===== src/rtl/nibble_serial_adder_pkg.sv =====
// Shared definitions for the nibble-serial adder: nibble width, FSM state
// encoding and the two's-complement overflow rule used on the final nibble.
package nibble_serial_adder_pkg;

  localparam int NIBBLE_W = 4;

  typedef enum logic [1:0] {
    IDLE = 2'd0,
    RUN  = 2'd1,
    DONE = 2'd2
  } state_t;

  // Signed overflow occurs when both operands share a sign and the result does not.
  function automatic logic add_overflow(input logic a_msb, input logic b_msb,
                                        input logic sum_msb);
    return (a_msb == b_msb) && (sum_msb != a_msb);
  endfunction

endpackage


===== src/rtl/nibble_serial_adder_rca.sv =====
// 4-bit ripple carry adder: the single arithmetic element the serial adder
// time-shares across all nibbles of an operand.
module nibble_serial_adder_rca
  import nibble_serial_adder_pkg::*;
(
  input  logic [NIBBLE_W-1:0] a,
  input  logic [NIBBLE_W-1:0] b,
  input  logic                cin,
  output logic [NIBBLE_W-1:0] sum,
  output logic                cout
);

  logic [NIBBLE_W:0] carry;

  // Ripple the carry bit by bit through full-adder cells.
  always_comb begin
    carry    = '0;
    sum      = '0;
    carry[0] = cin;
    for (int i = 0; i < NIBBLE_W; i++) begin
      sum[i]       = a[i] ^ b[i] ^ carry[i];
      carry[i + 1] = (a[i] & b[i]) | (carry[i] & (a[i] ^ b[i]));
    end
    cout = carry[NIBBLE_W];
  end

endmodule


===== src/rtl/nibble_serial_adder.sv =====
// Multi-cycle WIDTH-bit adder. Operands are captured on a valid/ready accept,
// then fed one nibble per cycle (LSB nibble first) through a single 4-bit RCA
// with the carry chained between passes. The result is held with out_valid
// until the consumer takes it.
module nibble_serial_adder
  import nibble_serial_adder_pkg::*;
#(
  parameter int WIDTH = 16
) (
  input  logic             clk,
  input  logic             rst,
  input  logic             in_valid,
  output logic             in_ready,
  input  logic [WIDTH-1:0] A,
  input  logic [WIDTH-1:0] B,
  input  logic             Cin,
  output logic             out_valid,
  input  logic             out_ready,
  output logic [WIDTH-1:0] Sum,
  output logic             Cout,
  output logic             Overflow
);

  localparam int NIBBLES = WIDTH / NIBBLE_W;
  localparam int CNT_W   = (NIBBLES > 1) ? $clog2(NIBBLES) : 1;
  localparam int SHIFT_W = $clog2(NIBBLE_W);
  localparam logic [CNT_W-1:0] LAST = CNT_W'(NIBBLES - 1);

  state_t state;
  state_t state_next;

  logic [WIDTH-1:0]         a_reg;
  logic [WIDTH-1:0]         b_reg;
  logic [CNT_W-1:0]         count;
  logic                     carry;
  logic [CNT_W+SHIFT_W-1:0] base;
  logic                     accept;
  logic                     last;

  logic [NIBBLE_W-1:0] rca_a;
  logic [NIBBLE_W-1:0] rca_b;
  logic [NIBBLE_W-1:0] rca_sum;
  logic                rca_cout;

  assign accept = in_valid && in_ready;
  assign last   = (count == LAST);
  assign base   = {count, {SHIFT_W{1'b0}}};
  assign rca_a  = a_reg[base +: NIBBLE_W];
  assign rca_b  = b_reg[base +: NIBBLE_W];

  nibble_serial_adder_rca u_rca (
    .a    (rca_a),
    .b    (rca_b),
    .cin  (carry),
    .sum  (rca_sum),
    .cout (rca_cout)
  );

  // State register; reset always returns to IDLE.
  always_ff @(posedge clk) begin
    if (rst) begin
      state <= IDLE;
    end else begin
      state <= state_next;
    end
  end

  // Next-state logic: accept, run one pass per nibble, then wait for the consumer.
  always_comb begin
    state_next = state;
    case (state)
      IDLE:    if (accept)    state_next = RUN;
      RUN:     if (last)      state_next = DONE;
      DONE:    if (out_ready) state_next = IDLE;
      default:                state_next = IDLE;
    endcase
  end

  // Handshake outputs decode straight from state so they can never overlap.
  always_comb begin
    in_ready  = (state == IDLE);
    out_valid = (state == DONE);
  end

  // Operand capture, per-nibble result writeback and final carry/overflow.
  always_ff @(posedge clk) begin
    if (rst) begin
      a_reg    <= '0;
      b_reg    <= '0;
      count    <= '0;
      carry    <= 1'b0;
      Sum      <= '0;
      Cout     <= 1'b0;
      Overflow <= 1'b0;
    end else begin
      case (state)
        IDLE: begin
          if (accept) begin
            a_reg    <= A;
            b_reg    <= B;
            carry    <= Cin;
            count    <= '0;
            Sum      <= '0;
            Cout     <= 1'b0;
            Overflow <= 1'b0;
          end
        end
        RUN: begin
          Sum[base +: NIBBLE_W] <= rca_sum;
          carry                 <= rca_cout;
          if (last) begin
            Cout     <= rca_cout;
            Overflow <= add_overflow(a_reg[WIDTH-1], b_reg[WIDTH-1],
                                     rca_sum[NIBBLE_W-1]);
          end else begin
            count <= count + 1'b1;
          end
        end
        default: ;
      endcase
    end
  end

  // Simulation-only sanity checks on parameterisation and handshake exclusivity.
  always_ff @(posedge clk) begin
    if (!rst) begin
      assert ((WIDTH % NIBBLE_W) == 0 && WIDTH >= NIBBLE_W);
      assert (!(out_valid && in_ready));
    end
  end

endmodule


===== config.mk =====
export PLATFORM = sky130hd
export DESIGN_NAME = nibble_serial_adder
export DESIGN_NICKNAME = d
export VERILOG_FILES = /design/src/rtl/nibble_serial_adder_pkg.sv /design/src/rtl/nibble_serial_adder_rca.sv /design/src/rtl/nibble_serial_adder.sv
export SDC_FILE = /design/constraint.sdc
export NUM_CORES = 1
export LEC_CHECK = 0
export BUFFER_PORTS_ARGS = -buffer_cell sky130_fd_sc_hd__buf_2
export CORE_UTILIZATION = 40
export CTS_CLUSTER_DIAMETER = 200
export CTS_CLUSTER_SIZE = 28
export DETAILED_ROUTE_END_ITERATION = 6
export SETUP_SLACK_MARGIN = 0.5
export SYNTH_ARGS = -nofsm -noshare
export SYNTH_HDL_FRONTEND = slang
export SYNTH_SLANG_ARGS = --single-unit

===== constraint.sdc =====
create_clock -name clk -period 5.56 [get_ports clk]
set_input_delay 0.556 -clock clk [delete_from_list [all_inputs] [get_ports clk]]
set_output_delay 0.556 -clock clk [all_outputs]
set_load 0.01 [all_outputs]

# Word level (Yosys, flattened, before mapping)
# Cells that the tools add are included.
# Widths: inputs -> output; s select.
# word_totals
register_bits	55
inputBits	37
output_inout_bits	20
# op_classes
shifts	4
eq_ne	9
n_addsub	2
bitwise	20
mux	17
reduce_logical	9
# ops
cell	count
$pmux 16 s2	1
$shiftx 16x5->4	2
$bwmux 16	1
$mux 16	1
$shift 4x6->16 const A	1
$shiftx 4x6->16	1
$mux 2	5
$reduce_and 3->1	3
$and 1x1->1	8
$xor 1x1->1	8
$neg 4->6	1
$pmux 1 s2	3
$pmux 2 s3	1
$eq 2x2->1 const B	2
$mux 1	4
$ne 2x1->1 const B	2
$ne 2x2->1 const B	2
$or 1x1->1	4
$pmux 2 s2	1
$reduce_and 2->1	2
$add 2x1->2 const B	1
$eq 2x1->1 const B	1
$logic_and 1x1->1	2
$logic_not 2->1	1
3 further kinds	3

# Depth between registers and ports, before layout
# Gate-level depths: netlist of run 1.
# logic_depth
word_depth	13
ltp_mapped	13
depth_no_buf	12

# Cells and area by module
# Synthesis of run 1 repeated with hierarchy kept, for this count alone.
# unflattened
hier_cells	261
hier_area_um2	2444.8
# modules_own_cells
module	seq_area_each_um2	area_per_inst_um2	cells_per_inst	instances
nibble_serial_adder	1101.1	2327.2	247	1
nibble_serial_adder_rca	0.0	117.6	14	1

# Least setup slack after synthesis of run 1
# Ideal clock, no wire load.
# synth_timing
path_type	register to register
from	reg count[0]
to	reg Overflow
n_path_buf	1
setup_time_ns	0.132
arrival_ns	3.053
path_stages_with_launch	14
slack_ns	2.374
cell_sequence	dfxtp_1 buf_2 mux4_2 inv_1 fa_1 inv_1 fa_1 inv_1 fa_1 inv_1 fa_1 and3b_1 o2111ai_1 a21oi_1
# synth_via
elab_chain_len	13
elab_cells_between_ends	23
classes_between	3 x eq/ne; 2 x shift; 2 x mux; 14 x bitwise; 2 x reduce/logical
# synth_rtl
item	line_no	rtl
from (decl)	nibble_serial_adder.sv:34	logic [CNT_W-1:0] count;
from (signal assigned)	nibble_serial_adder.sv:116	count <= count + 1'b1;
$shiftx 16x5->4, on equally long branches	nibble_serial_adder.sv:48, nibble_serial_adder.sv:49	
$xor 1x1->1	nibble_serial_adder_rca.sv:22	carry[i + 1] = (a[i] & b[i]) | (carry[i] & (a[i] ^ b[i]));
$and 1x1->1	nibble_serial_adder_rca.sv:22	
$or 1x1->1	nibble_serial_adder_rca.sv:22	
$and 1x1->1	nibble_serial_adder_rca.sv:22	
$or 1x1->1	nibble_serial_adder_rca.sv:22	
$and 1x1->1	nibble_serial_adder_rca.sv:22	
$or 1x1->1	nibble_serial_adder_rca.sv:22	
$xor 1x1->1	nibble_serial_adder_rca.sv:21	sum[i] = a[i] ^ b[i] ^ carry[i];
$ne 1x1->1	nibble_serial_adder_pkg.sv:16	return (a_msb == b_msb) && (sum_msb != a_msb);
$logic_and 1x1->1	nibble_serial_adder_pkg.sv:16	
$mux 1	nibble_serial_adder.sv:111	if (last) begin
$pmux 1 s2	nibble_serial_adder.sv:96	case (state)
to (signal assigned)	nibble_serial_adder.sv:113	Overflow <= add_overflow(a_reg[WIDTH-1], b_reg[WIDTH-1],
to (decl)	nibble_serial_adder.sv:21	output logic Overflow
# Several ways; a longest one is shown, not always the timed one. The select of a mux whose other input is x is not followed.
# A chain may end at the register's enable or synchronous reset.

# Final worst setup path of run 1
# Same ends and word-level chain as after synthesis.

==> impl_metrics.py, run 1 <==
metrics = {
    "finish": {
        "layout_commonest_cell": "sky130_fd_sc_hd__nand2_1",
        "multiInputGateArea_mm2": 0.00123,
        "final_layout_size_suffix_gt1_frac": 0.250,
        "seq_area_mm2": 0.00110,
        "most-common-layout-cells": "sky130_fd_sc_hd__nand2_1, sky130_fd_sc_hd__buf_2, sky130_fd_sc_hd__dfxtp_1",
        "area_growth_syn_to_layout_pct": 16.7,
        "layout.nets": 356,
        "antenna_cells_inserted": 0,
        "fill_cells": 584,
    },
    "power_and_ir_drop": {
        "power_density_mw_per_mm2": 282,
        "netSwitchingPower_mw": 0.204,
        "seqPwrFrac": 0.530,
        "share_clk_of_total_power": 0.338,
        "comb_power_share": 0.132,
        "p_int_mw": 0.607,
        "net_switching_fraction_of_the_power": 0.251,
        "p_leak_nw": 1.17,
        "peakVddDrop_uv": 95.6,
    },
    "sta": {
        "setup_viol": 0,
        "timing.final.hold_violations": 0,
        "fin_crit_sh": 0.631,
        "worst_slew_margin_rel": 0.231,
        "postLayoutSetupSlackWorst_ns": 2.05,
        "skew_ns": 0.0117,
        "maxClockFrequency_ghz": 0.285,
        "grt_setup_unrepaired": "false",
        "timing_worst_slew_pin_value_ns": 1.15,
        "finalWorstPathRequiredPeriod_ns": 3.51,
        "drv_slew": 0,
        "finalSetupTns_ns": 0,
        "fin_worst_hold_slack_ns": 0.460,
    },
    "place": {
        "place.detailed.hpwl_um": 3710,
        "place.gp.congestion": 0.719,
        "post-place-ws_ns": 2.01,
        "placement.io_buffers": 56,
    },
    "global_route": {
        "number_of_antenna_violations_at_the_first_check_in_global_routing": 0,
        "global_route.usage.total": 0.174,
        "global_route.overflow_total": 0,
        "grt_start_max_net_pins": 57,
        "via_count_of_the_first_global_routing_pass": 1829,
        "wire_length_of_the_first_global_routing_pass_um": 8630,
    },
    "critical_path": {
        "crit_path_start_kind": "flip-flop",
        "timing.critical_path.arrival_ns": 3.66,
        "critPathSlowestCell": "sky130_fd_sc_hd__dfxtp_1",
        "crit_path_end_kind": "flip-flop",
        "critical_path.reg2reg.startpoint": "count[0]$_SDFFE_PP0P_",
        "setup.worst_path.class": "flip-flop to flip-flop",
        "timing.critical_path.max_delay_family": "adder cells",
        "worstSetupStartpoint": "count[0]$_SDFFE_PP0P_",
        "slowest_delay_ns": 0.84,
        "required_ns": 5.71,
        "path_depth": 12,
        "critical_path_buf_inv_count": 4,
        "reg2regPathDepth": 12,
        "crit_fanout": 16,
        "cells_along_the_critical_path": "mux4_2 > inv_1 > fa_1 > inv_1 > fa_1 > inv_1 > fa_1 > inv_1 > fa_1 > and3b_1 > o2111ai_1 > a21oi_1",
    },
    "drt": {
        "met2RoutedLength_um": 2300,
        "detailroute.via_count": 1960,
        "drt_iter0_markers": 124,
        "route.top_layer_used": "met4",
        "avgViaCountPerCell": 5.06,
        "met1_length_um": 2650,
        "first_pass_iters": 4,
        "ant_nets": 0,
        "detail_route.wl_per_cell_um": 13.5,
        "routed_wirelength_um": 5230,
        "routed-wl-met3_um": 224,
        "drc": 0,
    },
    "cts": {
        "cts_max_level": 2,
        "postCtsSetupBuffers": 0,
        "cts_root_buf": "sky130_fd_sc_hd__clkbuf_8",
        "cts-root-to-sink-buffers": 2,
        "path_clk_slew_ns": 0.09,
        "cts_repair_resize_count": 0,
        "worstSkewPairLatency_ns": 0.31,
        "cts_tree": "yes",
        "cts_inserted_buffers": 5,
        "cts.sink_count": 55,
        "holdBufCountCts": 0,
    },
    "die": {
        "area_of_the_die_mm2": 0.00647,
        "coreArea_mm2": 0.00592,
        "die-height_um": 80.5,
        "die_x_um": 80.5,
        "std_cell_rows": 28,
        "effective_utilization_at_floorplan": 0.416,
        "io-pin-count": 57,
    },
    "worst_hold_path": {
        "timing.hold.worst.start": "b_reg[8]$_SDFFE_PP0P_",
        "whs_path_depth": 2,
        "hold_path_class": "flip-flop to flip-flop",
    },
    "yosys": {
        "synthesis.nets": 311,
        "synth_area_mm2": 0.00246,
        "synth-edff-count": 0,
        "ys_seq_elements": 55,
        "synth_ff_type": "sky130_fd_sc_hd__dfxtp_1",
        "synth.lib_cells_used.distinct": 35,
        "yosysSeqAreaShare": 0.447,
        "synthesis.area_per_instance_um2": 9.26,
        "leading_cell_types_by_total_area_after_synthesis": "sky130_fd_sc_hd__dfxtp_1, sky130_fd_sc_hd__nand2_1, sky130_fd_sc_hd__a21oi_1",
        "yosysWarningCount": 0,
        "synth_top_cell_by_area": "sky130_fd_sc_hd__dfxtp_1",
        "post-synth-top-area-fraction": 0.447,
        "postSynthCellCount": 266,
        "synthArstFlopShare": 0,
    },
    "run": {
        "max_capacitance_violation_count": 0,
    },
    "status": {
        "run_status": "finished, final reports clean",
    },
}
cell type report:
type	count	share of cell area
clock buffers	6	0.0287
clock inverters	2	0.0122
repair buffers	56	0.0975
flip-flops and latches	55	0.383
multi-input cells	179	0.428
inverters	14	0.0183
well taps	75	0.0327
power groups by stage:
stage / registers (mW) / clock network, mW / logic, mW
after floorplan: 0.428 / 0 / 0.0836
after global placement: 0.438 / 0 / 0.106
after detailed placement: 0.438 / 0 / 0.108
after CTS: 0.429 / 0.281 / 0.109
after global routing: 0.433 / 0.300 / 0.120
final: 0.429 / 0.274 / 0.107
kinds of logic after synthesis:
family,Yosys count,share of synthesized area
buffers and inverters,32,0.0564
DFF,55,0.447
and+or+nand+nor,96,0.188
muxes,12,0.0910
adders and majority gates,8,0.0528
AOI/OAI and AO/OA,63,0.165
worst reg2reg max path, stage by stage (launching register included):
cell,delay [ns]
sky130_fd_sc_hd__dfxtp_1,0.84
sky130_fd_sc_hd__mux4_2,0.60
sky130_fd_sc_hd__inv_1,0.08
sky130_fd_sc_hd__fa_1,0.15
sky130_fd_sc_hd__inv_1,0.05
sky130_fd_sc_hd__fa_1,0.36
sky130_fd_sc_hd__inv_1,0.08
sky130_fd_sc_hd__fa_1,0.15
sky130_fd_sc_hd__inv_1,0.05
sky130_fd_sc_hd__fa_1,0.54
sky130_fd_sc_hd__and3b_1,0.19
sky130_fd_sc_hd__o2111ai_1,0.18
sky130_fd_sc_hd__a21oi_1,0.08
layer usage:
| metal | vias up | GRT usage |
|---|---|---|
| li1 | 1002 | - |
| met1 | 913 | 0.242 |
| met2 | 40 | 0.264 |
| met3 | 5 | 0.0398 |
| met4 | 0 | 0.0554 |
| met5 | - | 0 |
cells in the mapped netlist, types with 2 or more instances:
cell type,number
sky130_fd_sc_hd__a21oi_1,38
sky130_fd_sc_hd__a22o_1,12
sky130_fd_sc_hd__buf_2,9
sky130_fd_sc_hd__clkbuf_1,8
sky130_fd_sc_hd__dfxtp_1,55
sky130_fd_sc_hd__fa_1,4
sky130_fd_sc_hd__ha_1,4
sky130_fd_sc_hd__inv_1,14
sky130_fd_sc_hd__mux2_1,3
sky130_fd_sc_hd__mux4_2,8
sky130_fd_sc_hd__nand2_1,67
sky130_fd_sc_hd__nand2b_1,7
sky130_fd_sc_hd__nor2_1,5
sky130_fd_sc_hd__nor2b_1,3
sky130_fd_sc_hd__nor3b_1,3
sky130_fd_sc_hd__o21ai_0,2
sky130_fd_sc_hd__o21ai_1,2
sky130_fd_sc_hd__o32ai_1,3
sky130_fd_sc_hd__o32ai_2,2
sky130_fd_sc_hd__or3b_1,2
worst paths after layout:
path / endpoint / slack (ns)
setup / recovery: Overflow$_SDFFE_PP0P_ / 2.05
setup reg to reg: Overflow$_SDFFE_PP0P_ / 2.05
hold reg to reg: b_reg[8]$_SDFFE_PP0P_ / 0.46
hold / removal: b_reg[8]$_SDFFE_PP0P_ / 0.46
metrics by stage:
stage | utilization | power, mW | cell area, um2 | instances
2_1_floorplan | - | 0.512 | 2460 | 266
3_3_place_gp | 0.466 | 0.545 | 2760 | 379
3_5_place_dp | 0.466 | 0.547 | 2760 | 379
4_1_cts | 0.485 | 0.819 | 2870 | 387
5_1_grt | 0.485 | 0.853 | 2870 | 387
6_report | 0.485 | 0.810 | 2870 | 387
Note: power is estimated with default switching activity, not from simulation.
==> run 2, diff against run 1 <==
==> constraint.sdc (replaced) <==
create_clock -name clk -period 3.6 [get_ports clk]
set_input_delay 0.36 -clock clk [delete_from_list [all_inputs] [get_ports clk]]
set_output_delay 0.36 -clock clk [all_outputs]
set_load 0.01 [all_outputs]
==> run 2 against run 1 <==
Clock-buffer cell count grew 1. Clock power rose by 20%. Total power increased by 45%. Hold slack got worse by 0.18 ns. Setup slack lost 1.4 ns. Via count shrank 0.66%. Register-to-register slack worse by 1.4 ns. Cell area grew 0.91%. Combinational power grew 73%. Core utilization up 0.44 points. Sequential cell count stayed put.
==> impl_metrics.py, run 2 (synthesis results as in run 1) <==
metrics = {
    "status": {
        "run_status": "finished, final reports clean",
    },
    "sta": {
        "timing_worst_slew_pin_value_ns": 1.16,
        "grt_setup_unrepaired": "false",
        "skew_ns": 0.00686,
        "fin_crit_sh": 0.832,
        "timing.final.hold_violations": 0,
        "finalWorstPathRequiredPeriod_ns": 3.00,
        "drv_slew": 0,
        "finalSetupTns_ns": 0,
        "setup_viol": 0,
        "worst_slew_margin_rel": 0.226,
        "maxClockFrequency_ghz": 0.334,
    },
    "finish": {
        "layout_commonest_cell": "sky130_fd_sc_hd__nand2_1",
        "most-common-layout-cells": "sky130_fd_sc_hd__nand2_1, sky130_fd_sc_hd__buf_2, sky130_fd_sc_hd__dfxtp_1",
        "area_growth_syn_to_layout_pct": 17.8,
        "fill_cells": 581,
        "antenna_cells_inserted": 0,
        "final_layout_size_suffix_gt1_frac": 0.270,
        "layout.nets": 363,
    },
    "critical_path": {
        "crit_path_end_kind": "flip-flop",
        "timing.critical_path.max_delay_family": "adder cells",
        "cells_along_the_critical_path": "mux4_2 > inv_2 > fa_1 > inv_1 > fa_1 > inv_1 > fa_1 > inv_1 > fa_2 > buf_4 > nor2b_1 > a22o_1",
        "slowest_delay_ns": 0.47,
        "critical_path_buf_inv_count": 5,
        "crit_fanout": 5,
        "required_ns": 3.81,
        "crit_path_start_kind": "flip-flop",
        "ff2ff_setup_slack_ns": 0.60,
        "setup.worst_path.class": "flip-flop to flip-flop",
        "critPathSlowestCell": "sky130_fd_sc_hd__fa_2",
        "timing.critical_path.arrival_ns": 3.20,
    },
    "die": {
        "std_cell_rows": 28,
        "io-pin-count": 57,
        "die-height_um": 80.5,
        "coreArea_mm2": 0.00592,
        "die_x_um": 80.5,
        "effective_utilization_at_floorplan": 0.416,
        "area_of_the_die_mm2": 0.00647,
    },
    "power_and_ir_drop": {
        "p_leak_nw": 1.19,
        "comb_power_share": 0.158,
        "net_switching_fraction_of_the_power": 0.267,
        "seqPwrFrac": 0.561,
        "power_density_mw_per_mm2": 404,
        "p_int_mw": 0.860,
        "peakVddDrop_uv": 228,
        "power.total_mw": 1.17,
        "netSwitchingPower_mw": 0.313,
        "share_clk_of_total_power": 0.281,
    },
    "global_route": {
        "wire_length_of_the_first_global_routing_pass_um": 8610,
        "grt_start_max_net_pins": 57,
        "via_count_of_the_first_global_routing_pass": 1803,
        "global_route.overflow_total": 0,
        "global_route.usage.total": 0.175,
        "number_of_antenna_violations_at_the_first_check_in_global_routing": 0,
    },
    "drt": {
        "detailroute.via_count": 1947,
        "drc": 0,
        "routed_wirelength_um": 5270,
        "ant_nets": 0,
        "drt_iter0_markers": 106,
        "first_pass_iters": 4,
        "detail_route.wl_per_cell_um": 13.4,
        "avgViaCountPerCell": 4.94,
    },
    "cts": {
        "cts-root-to-sink-buffers": 2,
        "cts.sink_count": 55,
        "holdBufCountCts": 0,
        "cts_root_buf": "sky130_fd_sc_hd__clkbuf_8",
        "cts_max_level": 2,
        "cts_tree": "yes",
        "worstSkewPairLatency_ns": 0.31,
        "path_clk_slew_ns": 0.10,
        "cts_inserted_buffers": 5,
    },
    "worst_hold_path": {
        "hold_path_class": "primary input to flip-flop",
    },
    "place": {
        "placement.io_buffers": 56,
        "place.gp.congestion": 0.738,
        "place.detailed.hpwl_um": 3800,
    },
    "run": {
        "max_capacitance_violation_count": 0,
    },
}
-- run 2: changes by cell type in the layout (fill, tap and decap cells not counted), sizes merged --
cell | before | now
clkbuf | 6 | 7
buf | 56 | 63
bufinv | 1 | 0
-- run 2: layer usage --
metal,global-route usage,routed length [um]
met4,0.0536,72
met1,0.241,2680
met3,0.0398,214
met2,0.271,2300
met5,0,0
-- run 2: layout make-up --
cell class | count | area (um2) | area share
clock buffers | 7 | 76.3 | 0.0263
clock inverters | 1 | 5.00 | 0.00173
inverters | 14 | 52.6 | 0.0181
multi-input cells | 179 | 1230 | 0.425
flip-flops and latches | 55 | 1100 | 0.381
well taps | 75 | 93.8 | 0.0324
repair buffers | 63 | 337 | 0.116
-- run 2: worst min-delay path: stages --
cell and delay (ns):
sky130_fd_sc_hd__buf_2 0.09, sky130_fd_sc_hd__nand2_1 0.05, sky130_fd_sc_hd__a21oi_1 0.05
-- run 2: power by group through the flow --
| stage | clock network (mW) | logic (mW) | registers [mW] |
|---|---|---|---|
| 6_report | 0.329 | 0.185 | 0.658 |
| 5_1_grt | 0.365 | 0.207 | 0.662 |
| 4_1_cts | 0.339 | 0.177 | 0.658 |
| 3_5_place_dp | 0 | 0.176 | 0.673 |
| 3_3_place_gp | 0 | 0.173 | 0.672 |
| 2_1_floorplan | 0 | 0.130 | 0.662 |
-- run 2: repair_timing --
action / CTS / global route
setup endpoints to repair: 0 / 1
resized for setup: 0 / 4
setup buffers: 0 / 4
-- run 2: worst paths after layout --
kind	end	depth (start not counted)	start
hold / removal	a_reg[14]$_SDFFE_PP0P_	3	A[14]
hold reg to reg	a_reg[0]$_SDFFE_PP0P_	2	a_reg[0]$_SDFFE_PP0P_
setup reg to reg	Sum[3]$_SDFFE_PP0P_	12	count[0]$_SDFFE_PP0P_
setup / recovery	Sum[3]$_SDFFE_PP0P_	12	count[0]$_SDFFE_PP0P_
-- run 2: metrics by stage --
stage | instance area, um2 | util | setup slack [ns] | cells | hold slack, ns
2_1_floorplan | 2470 | - | 0.579 | 266 | 0.433
3_3_place_gp | 2780 | 0.470 | 0.637 | 382 | 0.445
3_5_place_dp | 2780 | 0.470 | 0.540 | 382 | 0.447
4_1_cts | 2860 | 0.483 | 0.519 | 390 | 0.270
5_1_grt | 2900 | 0.490 | 0.485 | 394 | 0.262
6_report | 2900 | 0.490 | 0.604 | 394 | 0.281
==> run 3, diff against run 2 <==
--- a/config.mk
+++ b/config.mk
@@ -5,6 +5,7 @@
 export SDC_FILE = /design/constraint.sdc
 export NUM_CORES = 1
 export LEC_CHECK = 0
+export ABC_AREA = 1
 export BUFFER_PORTS_ARGS = -buffer_cell sky130_fd_sc_hd__buf_2
 export CORE_UTILIZATION = 40
 export CTS_CLUSTER_DIAMETER = 200
==> constraint.sdc (replaced) <==
create_clock -name clk -period 2.5 [get_ports clk]
set_input_delay 0.25 -clock clk [delete_from_list [all_inputs] [get_ports clk]]
set_output_delay 0.25 -clock clk [all_outputs]
set_load 0.01 [all_outputs]
==> run 3 against run 2 <==
The run now ends with negative setup slack left. Register-to-register slack got worse by 0.79 ns. Clock power rose by 110%. Die area rose by 5.1%. Critical path depth rose by 3. Sequential power rose by 49%. First-iteration DRC count rose by 27%. Via count rose by 22%. Global-route usage rose by 2.6 points. Clock-buffer cell count fell by 1. Critical endpoint is now Overflow$_SDFFE_PP0P_. Highest routed layer unchanged.
==> impl_metrics.py, run 3 <==
metrics = {
    "status": {
        "run_status": "finished with violations",
        "violated_checks": "negative setup slack",
    },
    "worst_hold_path": {
        "min_delay_worst_endpoint": "b_reg[14]$_SDFFE_PP0P_",
        "hold_path_class": "primary input to flip-flop",
        "whs_path_depth": 3,
        "timing.hold.worst.start": "B[14]",
    },
    "drt": {
        "routed_wirelength_um": 6100,
        "ant_nets": 0,
        "detail_route.wl_per_cell_um": 12.5,
        "detailroute.via_count": 2371,
        "drt_iter0_markers": 135,
        "first_pass_iters": 4,
        "avgViaCountPerCell": 4.85,
        "drc": 0,
    },
    "global_route": {
        "global_route.usage.total": 0.202,
        "global_route.overflow_total": 0,
        "via_count_of_the_first_global_routing_pass": 2245,
        "number_of_antenna_violations_at_the_first_check_in_global_routing": 0,
        "wire_length_of_the_first_global_routing_pass_um": 10300,
        "grt_start_max_net_pins": 40,
    },
    "power_and_ir_drop": {
        "peakVddDrop_uv": 330,
        "power_density_mw_per_mm2": 711,
        "p_leak_nw": 1.40,
    },
    "sta": {
        "setup_viol": 5,
        "finalWorstPathRequiredPeriod_ns": 2.68,
        "skew_ns": 0.00587,
        "postLayoutSetupSlackWorst_ns": -0.183,
        "fin_crit_sh": 1.07,
        "worst_slew_margin_rel": 0.386,
        "fin_worst_hold_slack_ns": 0.183,
        "maxClockFrequency_ghz": 0.373,
        "grt_setup_unrepaired": "true",
        "drv_slew": 0,
        "timing.final.hold_violations": 0,
        "timing_worst_slew_pin_value_ns": 0.919,
        "finalSetupTns_ns": -0.684,
    },
    "yosys": {
        "synth_ff_type": "sky130_fd_sc_hd__dfxtp_1",
        "post-synth-top-area-fraction": 0.425,
        "synthesis.nets": 404,
        "yosysMostFrequentCell": "sky130_fd_sc_hd__nor2_1",
        "synth_mux_area_frac": 0,
        "compound_gate_portion_of_the_synthesized_area": 0.154,
        "synth-edff-count": 0,
        "synth_top_cells_by_count": "sky130_fd_sc_hd__nor2_1, sky130_fd_sc_hd__dfxtp_1, sky130_fd_sc_hd__o21ai_0",
        "yosysSeqAreaShare": 0.425,
        "synthesis.area_per_instance_um2": 7.22,
        "ys_seq_elements": 55,
        "arithmetic_cell_share_of_the_synthesized_area_counting_full_adders_half_adders_and_majority_gates": 0.0502,
        "largest_family_of_logic_cells_by_synthesized_area": "simple AND/OR/NAND/NOR gates",
        "postSynthCellCount": 359,
        "synthArstFlopShare": 0,
        "synth_top_cell_by_area": "sky130_fd_sc_hd__dfxtp_1",
        "leading_cell_types_by_total_area_after_synthesis": "sky130_fd_sc_hd__dfxtp_1, sky130_fd_sc_hd__nor2_1, sky130_fd_sc_hd__o21ai_0",
        "synth_xor_area_frac": 0,
        "synth.lib_cells_used.distinct": 27,
        "synth_simple_gate_area_share": 0.279,
        "synth_area_mm2": 0.00259,
        "yosysWarningCount": 0,
    },
    "die": {
        "io-pin-count": 57,
        "std_cell_rows": 28,
        "effective_utilization_at_floorplan": 0.425,
        "die_x_um": 82.5,
        "coreArea_mm2": 0.00610,
        "die-height_um": 82.5,
        "area_of_the_die_mm2": 0.00681,
    },
    "finish": {
        "most-common-layout-cells": "sky130_fd_sc_hd__nor2_1, sky130_fd_sc_hd__buf_2, sky130_fd_sc_hd__dfxtp_1",
        "fill_cells": 659,
        "final_layout_size_suffix_gt1_frac": 0.246,
        "layout_commonest_cell": "sky130_fd_sc_hd__nor2_1",
        "postLayoutCoreUtil": 0.507,
        "antenna_cells_inserted": 0,
        "final_instance_area_mm2": 0.00309,
        "finalNonFillerCells": 489,
        "area_growth_syn_to_layout_pct": 19.2,
        "layout.nets": 458,
    },
    "critical_path": {
        "critical_path.reg2reg.startpoint": "count[0]$_SDFFE_PP0P_",
        "crit_path_end_kind": "flip-flop",
        "crit_path_start_kind": "flip-flop",
        "required_ns": 2.75,
        "ff2ff_setup_slack_ns": -0.18,
        "r2r-end": "Overflow$_SDFFE_PP0P_",
        "cells_along_the_critical_path": "inv_4 > nor2_2 > o22a_1 > fa_2 > inv_2 > fa_2 > inv_2 > fa_2 > inv_2 > fa_2 > inv_2 > nand2_1 > nand2_1 > nand3_2 > a21oi_2",
        "critPathSlowestCell": "sky130_fd_sc_hd__fa_2",
        "slowest_delay_ns": 0.45,
        "crit_fanout": 7,
        "setup.worst_path.class": "flip-flop to flip-flop",
        "timing.critical_path.arrival_ns": 2.93,
        "reg2regPathDepth": 15,
    },
    "place": {
        "placement.io_buffers": 56,
        "place.gp.congestion": 0.829,
        "place.detailed.hpwl_um": 4580,
        "postPlaceCellArea_mm2": 0.00293,
        "place.detailed.instances": 481,
    },
    "cts": {
        "worstSkewPairLatency_ns": 0.31,
        "cts.sink_count": 55,
        "path_clk_slew_ns": 0.10,
        "cts_inserted_buffers": 5,
        "holdBufCountCts": 0,
        "cts_root_buf": "sky130_fd_sc_hd__clkbuf_8",
        "postCtsSetupBuffers": 0,
        "cts_max_level": 2,
        "cts-root-to-sink-buffers": 2,
        "cts_tree": "yes",
    },
    "run": {
        "max_capacitance_violation_count": 0,
    },
}
==> run 3: area by class of cell <==
cell class,instances,area [um2],area share
Sequential cell,55,1110,0.358
Tap cell,75,93.8,0.0304
Clock inverter,2,60.1,0.0194
Inverter,26,106,0.0344
Clock buffer,6,72.6,0.0235
Timing Repair Buffer,67,363,0.117
Multi-Input combinational cell,258,1290,0.417
==> run 3: worst max path at each step <==
stage,start,to,depth (start not counted)
finish,count[0]$_SDFFE_PP0P_,Overflow$_SDFFE_PP0P_,15
global route,count[0]$_SDFFE_PP0P_,Overflow$_SDFFE_PP0P_,15
CTS,count[0]$_SDFFE_PP0P_,Overflow$_SDFFE_PP0P_,15
detailed placement,count[0]$_SDFFE_PP0P_,Overflow$_SDFFE_PP0P_,14
global placement,count[0]$_SDFFE_PP0P_,Overflow$_SDFFE_PP0P_,14
floorplan,count[0]$_SDFFE_PP0P_,Overflow$_SDFFE_PP0P_,16
==> run 3: power breakdown <==
group	switching (mW)	total (mW)	leakage, nW	internal (mW)
Clock	0.288	0.688	0.0654	0.400
Sequential	0.0449	0.983	0.453	0.938
Combinational	0.316	0.526	0.882	0.211
Total	0.648	2.20	1.40	1.55
==> run 3: per-layer routing <==
metal	GRT usage	wire [um]	vias up
li1	-	-	1267
met4	0.0466	57	0
met5	0	0	-
met2	0.343	2850	41
met1	0.264	2990	1058
met3	0.0374	199	5
==> run 3: through the flow <==
stage | power, mW | worst slack, ns
final | 2.20 | -0.183
after floorplan | 1.37 | -0.153
after CTS | 2.21 | -0.186
after detailed placement | 1.51 | -0.196
after global routing | 2.34 | -0.310
after global placement | 1.50 | -0.112
==> run 3: what timing repair did <==
| item | 4_1_cts | 5_1_grt |
|---|---|---|
| resized for setup | 10 | 1 |
| pin swaps | 5 | 0 |
| setup endpoints to repair | 13 | 15 |
==> run 3: kinds of logic (layout without fill, tap and decap cells) <==
logic type      count (synthesis)  in the layout
buf+inv                        46            101
simple gates                  175            175
flops                          55             55
fa+ha+maj                       8              8
compound gates                 75             75
==> run 3: worst max-delay path, delay by kind of cell, from the launching register on <==
kind / cells / cell delay [ns]
AOI/OAI and AO/OA: 2 / 0.34
adders and majority gates: 4 / 1.34
buffers and inverters: 5 / 0.33
DFF: 1 / 0.38
and+or+nand+nor: 4 / 0.21
